==> src/rtl/zigbee_pkg.sv <==
// Shared definitions for the 802.15.4 O-QPSK transmit chip path.
//   PN_CHIPS  : 32-chip PN sequence for each 4-bit data symbol.
//               Bit 31 holds chip c0 and bit 0 holds chip c31, so each
//               entry reads in transmit order from left to right.
//   tx_state_e: chip generator FSM states.
//   NB_P_MIN  : smallest usable chip period. Programmed values below
//               this are raised to it.
package zigbee_pkg;

    localparam int NB_P_MIN = 2;

    typedef enum logic [1:0] {
        IDLE = 2'd0,
        RUN  = 2'd1,
        TAIL = 2'd2
    } tx_state_e;

    // Entries 1..7 are entry 0 rotated right by 4*k chips. Entries 8..15
    // are entries 0..7 with the odd chips inverted (xor 0x55555555).
    localparam logic [31:0] PN_CHIPS [16] = '{
        32'hD9C3522E, 32'hED9C3522, 32'h2ED9C352, 32'h22ED9C35,
        32'h522ED9C3, 32'h3522ED9C, 32'hC3522ED9, 32'h9C3522ED,
        32'h8C96077B, 32'hB8C96077, 32'h7B8C9607, 32'h77B8C960,
        32'h077B8C96, 32'h6077B8C9, 32'h96077B8C, 32'hC96077B8
    };

endpackage

==> src/rtl/chip_lut.sv <==
// Combinational symbol-to-chip lookup.
//   i_sym   : 4-bit data symbol.
//   o_chips : its 32-chip PN sequence. Bit 31 holds c0.
module chip_lut
    import zigbee_pkg::*;
(
    input  logic [3:0]  i_sym,
    output logic [31:0] o_chips
);

    assign o_chips = PN_CHIPS[i_sym];

endmodule

==> src/rtl/oqpsk_chip_tx.sv <==
// O-QPSK transmit chip timing generator and spreader.
//   i_clk, i_rst     : clock and synchronous active-low reset.
//   i_nb_P           : clocks per rail chip. It is latched when each
//                      symbol is loaded, and values below 2 act as 2.
//   i_sym, i_sym_valid / o_sym_ready : symbol input. A transfer happens
//                      on any edge where valid and ready are both high.
//                      Ready is high whenever the one-entry holding
//                      register is empty.
//   o_chip_i, o_en_i : even chips and the strobe that marks each new one.
//   o_chip_q, o_en_q : odd chips, offset by floor(period/2) clocks.
//   o_sym_start      : marks the I strobe that carries chip c0.
//   o_busy           : high while the FSM is active or a symbol is held.
module oqpsk_chip_tx
    import zigbee_pkg::*;
#(
    parameter int NB_P_W = 6
) (
    input  logic              i_clk,
    input  logic              i_rst,
    input  logic [NB_P_W-1:0] i_nb_P,
    input  logic [3:0]        i_sym,
    input  logic              i_sym_valid,
    output logic              o_sym_ready,
    output logic              o_chip_i,
    output logic              o_chip_q,
    output logic              o_en_i,
    output logic              o_en_q,
    output logic              o_sym_start,
    output logic              o_busy
);

    localparam logic [NB_P_W-1:0] ONE    = NB_P_W'(1);
    localparam logic [NB_P_W-1:0] NB_MIN = NB_P_W'(NB_P_MIN);

    tx_state_e         state_q, state_d;
    logic              hold_valid_q, hold_valid_d;
    logic [3:0]        hold_sym_q, hold_sym_d;
    logic [NB_P_W-1:0] cnt_q, cnt_d;
    logic [NB_P_W-1:0] nb_lat_q, nb_lat_d;
    logic [NB_P_W-1:0] half_q, half_d;
    logic [3:0]        pair_q, pair_d;
    logic [31:0]       shreg_q, shreg_d;
    logic              chip_i_q, chip_i_d;
    logic              chip_q_q, chip_q_d;
    logic              en_i_q, en_i_d;
    logic              en_q_q, en_q_d;
    logic              sym_start_q, sym_start_d;

    logic [31:0]       lut_chips;
    logic              cnt_last;
    logic              sym_last;
    logic              load;

    chip_lut u_chip_lut (
        .i_sym   (hold_sym_q),
        .o_chips (lut_chips)
    );

    assign cnt_last = (cnt_q == nb_lat_q - ONE);
    assign sym_last = cnt_last && (pair_q == 4'd15);
    // A held symbol is loaded from IDLE. It is also loaded on the last
    // cycle of a running symbol, which keeps the chip stream gapless.
    assign load     = hold_valid_q && ((state_q == IDLE) || ((state_q == RUN) && sym_last));

    // State register
    always_ff @(posedge i_clk) begin
        if (!i_rst) begin
            state_q <= IDLE;
        end else begin
            state_q <= state_d;
        end
    end

    // Next-state logic
    always_comb begin
        state_d = state_q;
        case (state_q)
            IDLE: if (hold_valid_q) state_d = RUN;
            RUN:  if (sym_last && !hold_valid_q) state_d = TAIL;
            TAIL: if (cnt_q == half_q - ONE) state_d = IDLE;
            default: state_d = IDLE;
        endcase
    end

    // Datapath and output logic. Outputs are computed from the next counter
    // values, so a strobe is visible in the same cycle the counter
    // reaches its phase.
    always_comb begin
        hold_valid_d = hold_valid_q;
        hold_sym_d   = hold_sym_q;
        cnt_d        = cnt_q;
        nb_lat_d     = nb_lat_q;
        half_d       = half_q;
        pair_d       = pair_q;
        shreg_d      = shreg_q;
        chip_i_d     = chip_i_q;
        chip_q_d     = chip_q_q;
        en_i_d       = 1'b0;
        en_q_d       = 1'b0;
        sym_start_d  = 1'b0;

        if (load) begin
            hold_valid_d = 1'b0;
        end else if (i_sym_valid && !hold_valid_q) begin
            hold_valid_d = 1'b1;
            hold_sym_d   = i_sym;
        end

        if (load) begin
            nb_lat_d    = (i_nb_P < NB_MIN) ? NB_MIN : i_nb_P;
            half_d      = nb_lat_d >> 1;
            cnt_d       = '0;
            pair_d      = 4'd0;
            chip_i_d    = lut_chips[31];
            shreg_d     = lut_chips << 1;
            en_i_d      = 1'b1;
            sym_start_d = 1'b1;
        end else begin
            case (state_q)
                RUN: begin
                    if (cnt_last) begin
                        cnt_d = '0;
                        if (pair_q != 4'd15) begin
                            pair_d   = pair_q + 4'd1;
                            chip_i_d = shreg_q[31];
                            shreg_d  = shreg_q << 1;
                            en_i_d   = 1'b1;
                        end else begin
                            // Entering TAIL. The I rail goes quiet while
                            // c31 finishes on Q.
                            chip_i_d = 1'b0;
                        end
                    end else begin
                        cnt_d = cnt_q + ONE;
                        if (cnt_q + ONE == half_q) begin
                            chip_q_d = shreg_q[31];
                            shreg_d  = shreg_q << 1;
                            en_q_d   = 1'b1;
                        end
                    end
                end
                TAIL: begin
                    if (cnt_q == half_q - ONE) begin
                        cnt_d    = '0;
                        chip_q_d = 1'b0;
                    end else begin
                        cnt_d = cnt_q + ONE;
                    end
                end
                default: ;
            endcase
        end
    end

    always_ff @(posedge i_clk) begin
        if (!i_rst) begin
            hold_valid_q <= 1'b0;
            hold_sym_q   <= 4'd0;
            cnt_q        <= '0;
            nb_lat_q     <= '0;
            half_q       <= '0;
            pair_q       <= 4'd0;
            shreg_q      <= 32'd0;
            chip_i_q     <= 1'b0;
            chip_q_q     <= 1'b0;
            en_i_q       <= 1'b0;
            en_q_q       <= 1'b0;
            sym_start_q  <= 1'b0;
        end else begin
            hold_valid_q <= hold_valid_d;
            hold_sym_q   <= hold_sym_d;
            cnt_q        <= cnt_d;
            nb_lat_q     <= nb_lat_d;
            half_q       <= half_d;
            pair_q       <= pair_d;
            shreg_q      <= shreg_d;
            chip_i_q     <= chip_i_d;
            chip_q_q     <= chip_q_d;
            en_i_q       <= en_i_d;
            en_q_q       <= en_q_d;
            sym_start_q  <= sym_start_d;
        end
    end

    assign o_sym_ready = !hold_valid_q;
    assign o_chip_i    = chip_i_q;
    assign o_chip_q    = chip_q_q;
    assign o_en_i      = en_i_q;
    assign o_en_q      = en_q_q;
    assign o_sym_start = sym_start_q;
    assign o_busy      = (state_q != IDLE) || hold_valid_q;

endmodule

==> config.mk <==
export PLATFORM = sky130hd
export DESIGN_NAME = oqpsk_chip_tx
export DESIGN_NICKNAME = d
export VERILOG_FILES = /design/src/rtl/zigbee_pkg.sv /design/src/rtl/chip_lut.sv /design/src/rtl/oqpsk_chip_tx.sv
export SDC_FILE = /design/constraint.sdc
export NUM_CORES = 1
export LEC_CHECK = 0
export BUFFER_PORTS_ARGS = -buffer_cell sky130_fd_sc_hd__buf_2
export CAP_MARGIN = 20
export CORE_UTILIZATION = 50
export CTS_CLUSTER_SIZE = 24
export DETAILED_ROUTE_END_ITERATION = 8
export PLACE_DENSITY = 0.7
export SLEW_MARGIN = 20
export SYNTH_ARGS = -nofsm -noshare
export SYNTH_HDL_FRONTEND = slang
export SYNTH_SLANG_ARGS = --single-unit
==> constraint.sdc <==
create_clock -name i_clk -period 3 [get_ports i_clk]
set_input_delay 0.15 -clock i_clk [delete_from_list [all_inputs] [get_ports i_clk]]
set_output_delay 0.15 -clock i_clk [all_outputs]
set_load 0.01 [all_outputs]
==> flow_metrics.tcl <==
set metrics [dict create \
    placementRows 31 \
    syn_area_per_cell_sq_um 8.09 \
    final_cells 574 \
    ctsRootBufferMaster "clkbuf_8" \
    cts.sinks 59 \
    relSlewSlack 0.594 \
    place_hpwl_um 5830 \
    core_sq_um 7210 \
    clk_path_buf_depth 2 \
    drc 0 \
    cts_tree "yes" \
    ys_seq_area_frac 0.317 \
    grt_max_degree 43 \
    critPathRequiredTime_ns 3.27 \
    yosys.cell_types.count 59 \
    post-cts-setup-buffers 0 \
    hold_violations 0 \
    chipWidth_um 88.4 \
    period_share 0.940 \
    postLayoutSetupSlackWorst_ns 0.180 \
    num_vias 3277 \
    max_freq_mhz 355 \
    synth_edf_count 0 \
    first_pass_iters 6 \
    synth_fp_nets 491 \
    cp_slowest_cell "or4_1" \
    start_util 0.517 \
    cts_made_buffers 9 \
    critPathMaxFanout 30 \
    h-tree-depth 3 \
    synthArstFlopShare 0 \
    fin_setup_tns_ns 0 \
    synth_cells 461 \
    cp.arrival_ns 3.09 \
    wire_per_inst_um 14.8 \
    layout-drive-gt1-share 0.131 \
    synth.ff_latch_count 59 \
    p_per_area_nw_per_um2 763 \
    nNetsFinal 501 \
    ys.flop_type "dfxtp_1" \
    dp.cells 559 \
    routabilityCongestion 0.878 \
    dieHeight_um 88.4 \
    met2_usage 0.392 \
    grt.busiest_layer "met2" \
    critPathMaxStageDelay_ns 0.59 \
    grt-ovfl-total 0 \
    hold_path_class "in -> reg" \
    final_max_slew_viol_count 0 \
    port_buffers 19 \
    worstSetupEndpointType "flop" \
    grt_pass1_vias 3025 \
    startpoint_type "flop" \
    synth_top_cell_area_share 0.317 \
    power_leakage_nw 1.59 \
    synth.top_cells.by_area "dfxtp_1, nand2_1, ha_1, mux2i_1, xnor2_1" \
    syn_to_final_growth_pct 11.0 \
    syn_area_sq_um 3730 \
    clk_latency_ns 0.35 \
    cp.buffers_inverters 3 \
    place_area_sq_um 3920 \
    yosysWarnings 0 \
    antenna_found_initial 0 \
    worst_pin_slew_ns 0.609 \
    die-area_sq_um 7810 \
    met3_usage 0.0653 \
    status "completed" \
    worstSetupPathType "reg -> reg" \
    grt_pass1_wl_um 14200 \
    ant_nets 0 \
    post_cts_resized 0 \
    cpLargestDelayFamily "simple AND/OR/NAND/NOR gates" \
    setup_viol 0 \
    final_area_sq_um 4140 \
    track_usage 0.236 \
    grtUsageMet1 0.296 \
    yosysTopAreaCell "dfxtp_1" \
    drt_iter0_markers 152 \
    num_antenna_cells 0 \
    routed_wl_um 8510 \
    rsz0062_at_grt "no" \
    holdBufCountCts 0 \
    dp_slack_ns 0.190 \
    clkSlewWorstSetupHoldPaths_ns 0.07 \
    ios 20 \
    fillCellCount 683 \
    finalClockSkew_ns 0.0103 \
    maxCapViolations 0 \
    ir_worst_vdd_mv 0.382 \
    power.total_mw 3.16 \
    period_minus_slack_ns 2.82 \
    viasPerCell 5.71 \
    path_cells "inv_1 > ha_1 > buf_4 > a21boi_0 > xnor2_1 > nor2_1 > and3_1 > or4_1 > nand2_1 > buf_12 > mux2i_1" \
]
==> state kept, by name, indices dropped and copies added (netlist names) <==
name	flops
cnt_q	6
nb_lat_q	6
o_chip_i	1
o_chip_q	1
o_en_i	1
state_q	2
o_sym_start	1
o_en_q	1
pair_q	4
hold_valid_q	1
hold_sym_q	4
shreg_q	31
==> layout make-up <==
type	instances	area, sq um	share of cell area
clock buffers	11	151	0.0366
clock inverters	4	73.8	0.0178
inverters	12	45.0	0.0109
multi-input cells	354	2310	0.558
flip-flops and latches	59	1180	0.285
well taps	99	124	0.0299
repair buffers	35	253	0.0610
==> layout by cell type (no fill, tap or decap), types with 3 or more instances in the layout <==
| cell type | instances |
|---|---|
| nand2_1 | 67 |
| dfxtp_1 | 59 |
| nor2_1 | 41 |
| a21oi_1 | 34 |
| xnor2_1 | 21 |
| o211ai_1 | 21 |
| mux2i_1 | 20 |
| o31ai_1 | 19 |
| buf_2 | 19 |
| ha_1 | 17 |
| xor2_1 | 13 |
| buf_4 | 13 |
| inv_1 | 11 |
| clkbuf_8 | 11 |
| a31oi_1 | 10 |
| o21ai_0 | 9 |
| nor2b_1 | 7 |
| nand3_1 | 6 |
| or3_1 | 6 |
| nand4_1 | 5 |
| and2_1 | 5 |
| a21boi_0 | 5 |
| a211oi_1 | 5 |
| and3_1 | 4 |
| buf_12 | 3 |
==> through the flow <==
stage          utilization  hold WS (ns)
6_report             0.574        0.0207
5_1_grt              0.574        0.0212
4_1_cts              0.574        0.0172
3_3_place_gp         0.543         0.369
3_5_place_dp         0.543         0.376
2_1_floorplan            -         0.266
==> report_power, final <==
part / switching [mW] / leakage [nW] / internal (mW)
clock: 0.324 / 0.115 / 0.508
sequential: 0.115 / 0.481 / 0.947
combinational: 0.731 / 0.992 / 0.534
==> tightest hold or removal path, cell delays in order <==
cell	delay, ns
buf_2	0.08
nor2_1	0.03
nor2_1	0.06
==> path summary, 6_finish.rpt <==
| kind | end | slack [ns] | depth (start not counted) | from |
|---|---|---|---|---|
| worst max-delay path | shreg_q[13]$_SDFFE_PN0P_ | 0.18 | 11 | nb_lat_q[1]$_SDFFE_PN0P_ |
| worst min-delay path | hold_valid_q$_SDFFE_PP0P_ | 0.02 | 3 | i_sym_valid |
| worst max register to register | shreg_q[13]$_SDFFE_PN0P_ | 0.18 | 11 | nb_lat_q[1]$_SDFFE_PN0P_ |
| worst min register to register | shreg_q[22]$_SDFFE_PN0P_ | 0.46 | 2 | shreg_q[22]$_SDFFE_PN0P_ |
==> cell families (layout without fill, tap and decap cells) <==
kind of cell,count (synthesis),count (layout),synth area share
adder cells (fa/ha/maj),17,17,0.0570
buffers and inverters,48,62,0.0634
AND/OR/NAND/NOR,157,157,0.197
XOR/XNOR,34,34,0.0798
flip-flops,59,59,0.317
multiplexers,20,20,0.0537
AO/OA/AOI/OAI,126,126,0.232
==> routing by layer <==
metal | wire [um] | part of all wire
met5 | 0 | 0
met3 | 346 | 0.041
met2 | 4110 | 0.48
met4 | 118 | 0.014
met1 | 3930 | 0.46
==> cells in the mapped netlist, types with 2 or more instances <==
cell type	count
nand2_2	2
xnor2_1	21
clkbuf_1	18
a311oi_1	2
a31oi_1	10
or3_1	6
o21bai_1	2
buf_6	4
a21oi_1	34
nor2b_1	7
buf_2	9
nor3_1	2
nand2_1	67
nand3_1	6
nor2_1	41
nand4_1	5
and2_1	5
and3_1	4
o21ai_0	9
mux2i_1	20
a211oi_1	5
a21boi_0	5
dfxtp_1	59
inv_1	11
a221oi_1	2
buf_4	4
xor2_1	13
o21ai_1	2
o211ai_1	21
o31ai_1	19
nor3b_1	2
ha_1	17
(Power assumes the default switching activity.)
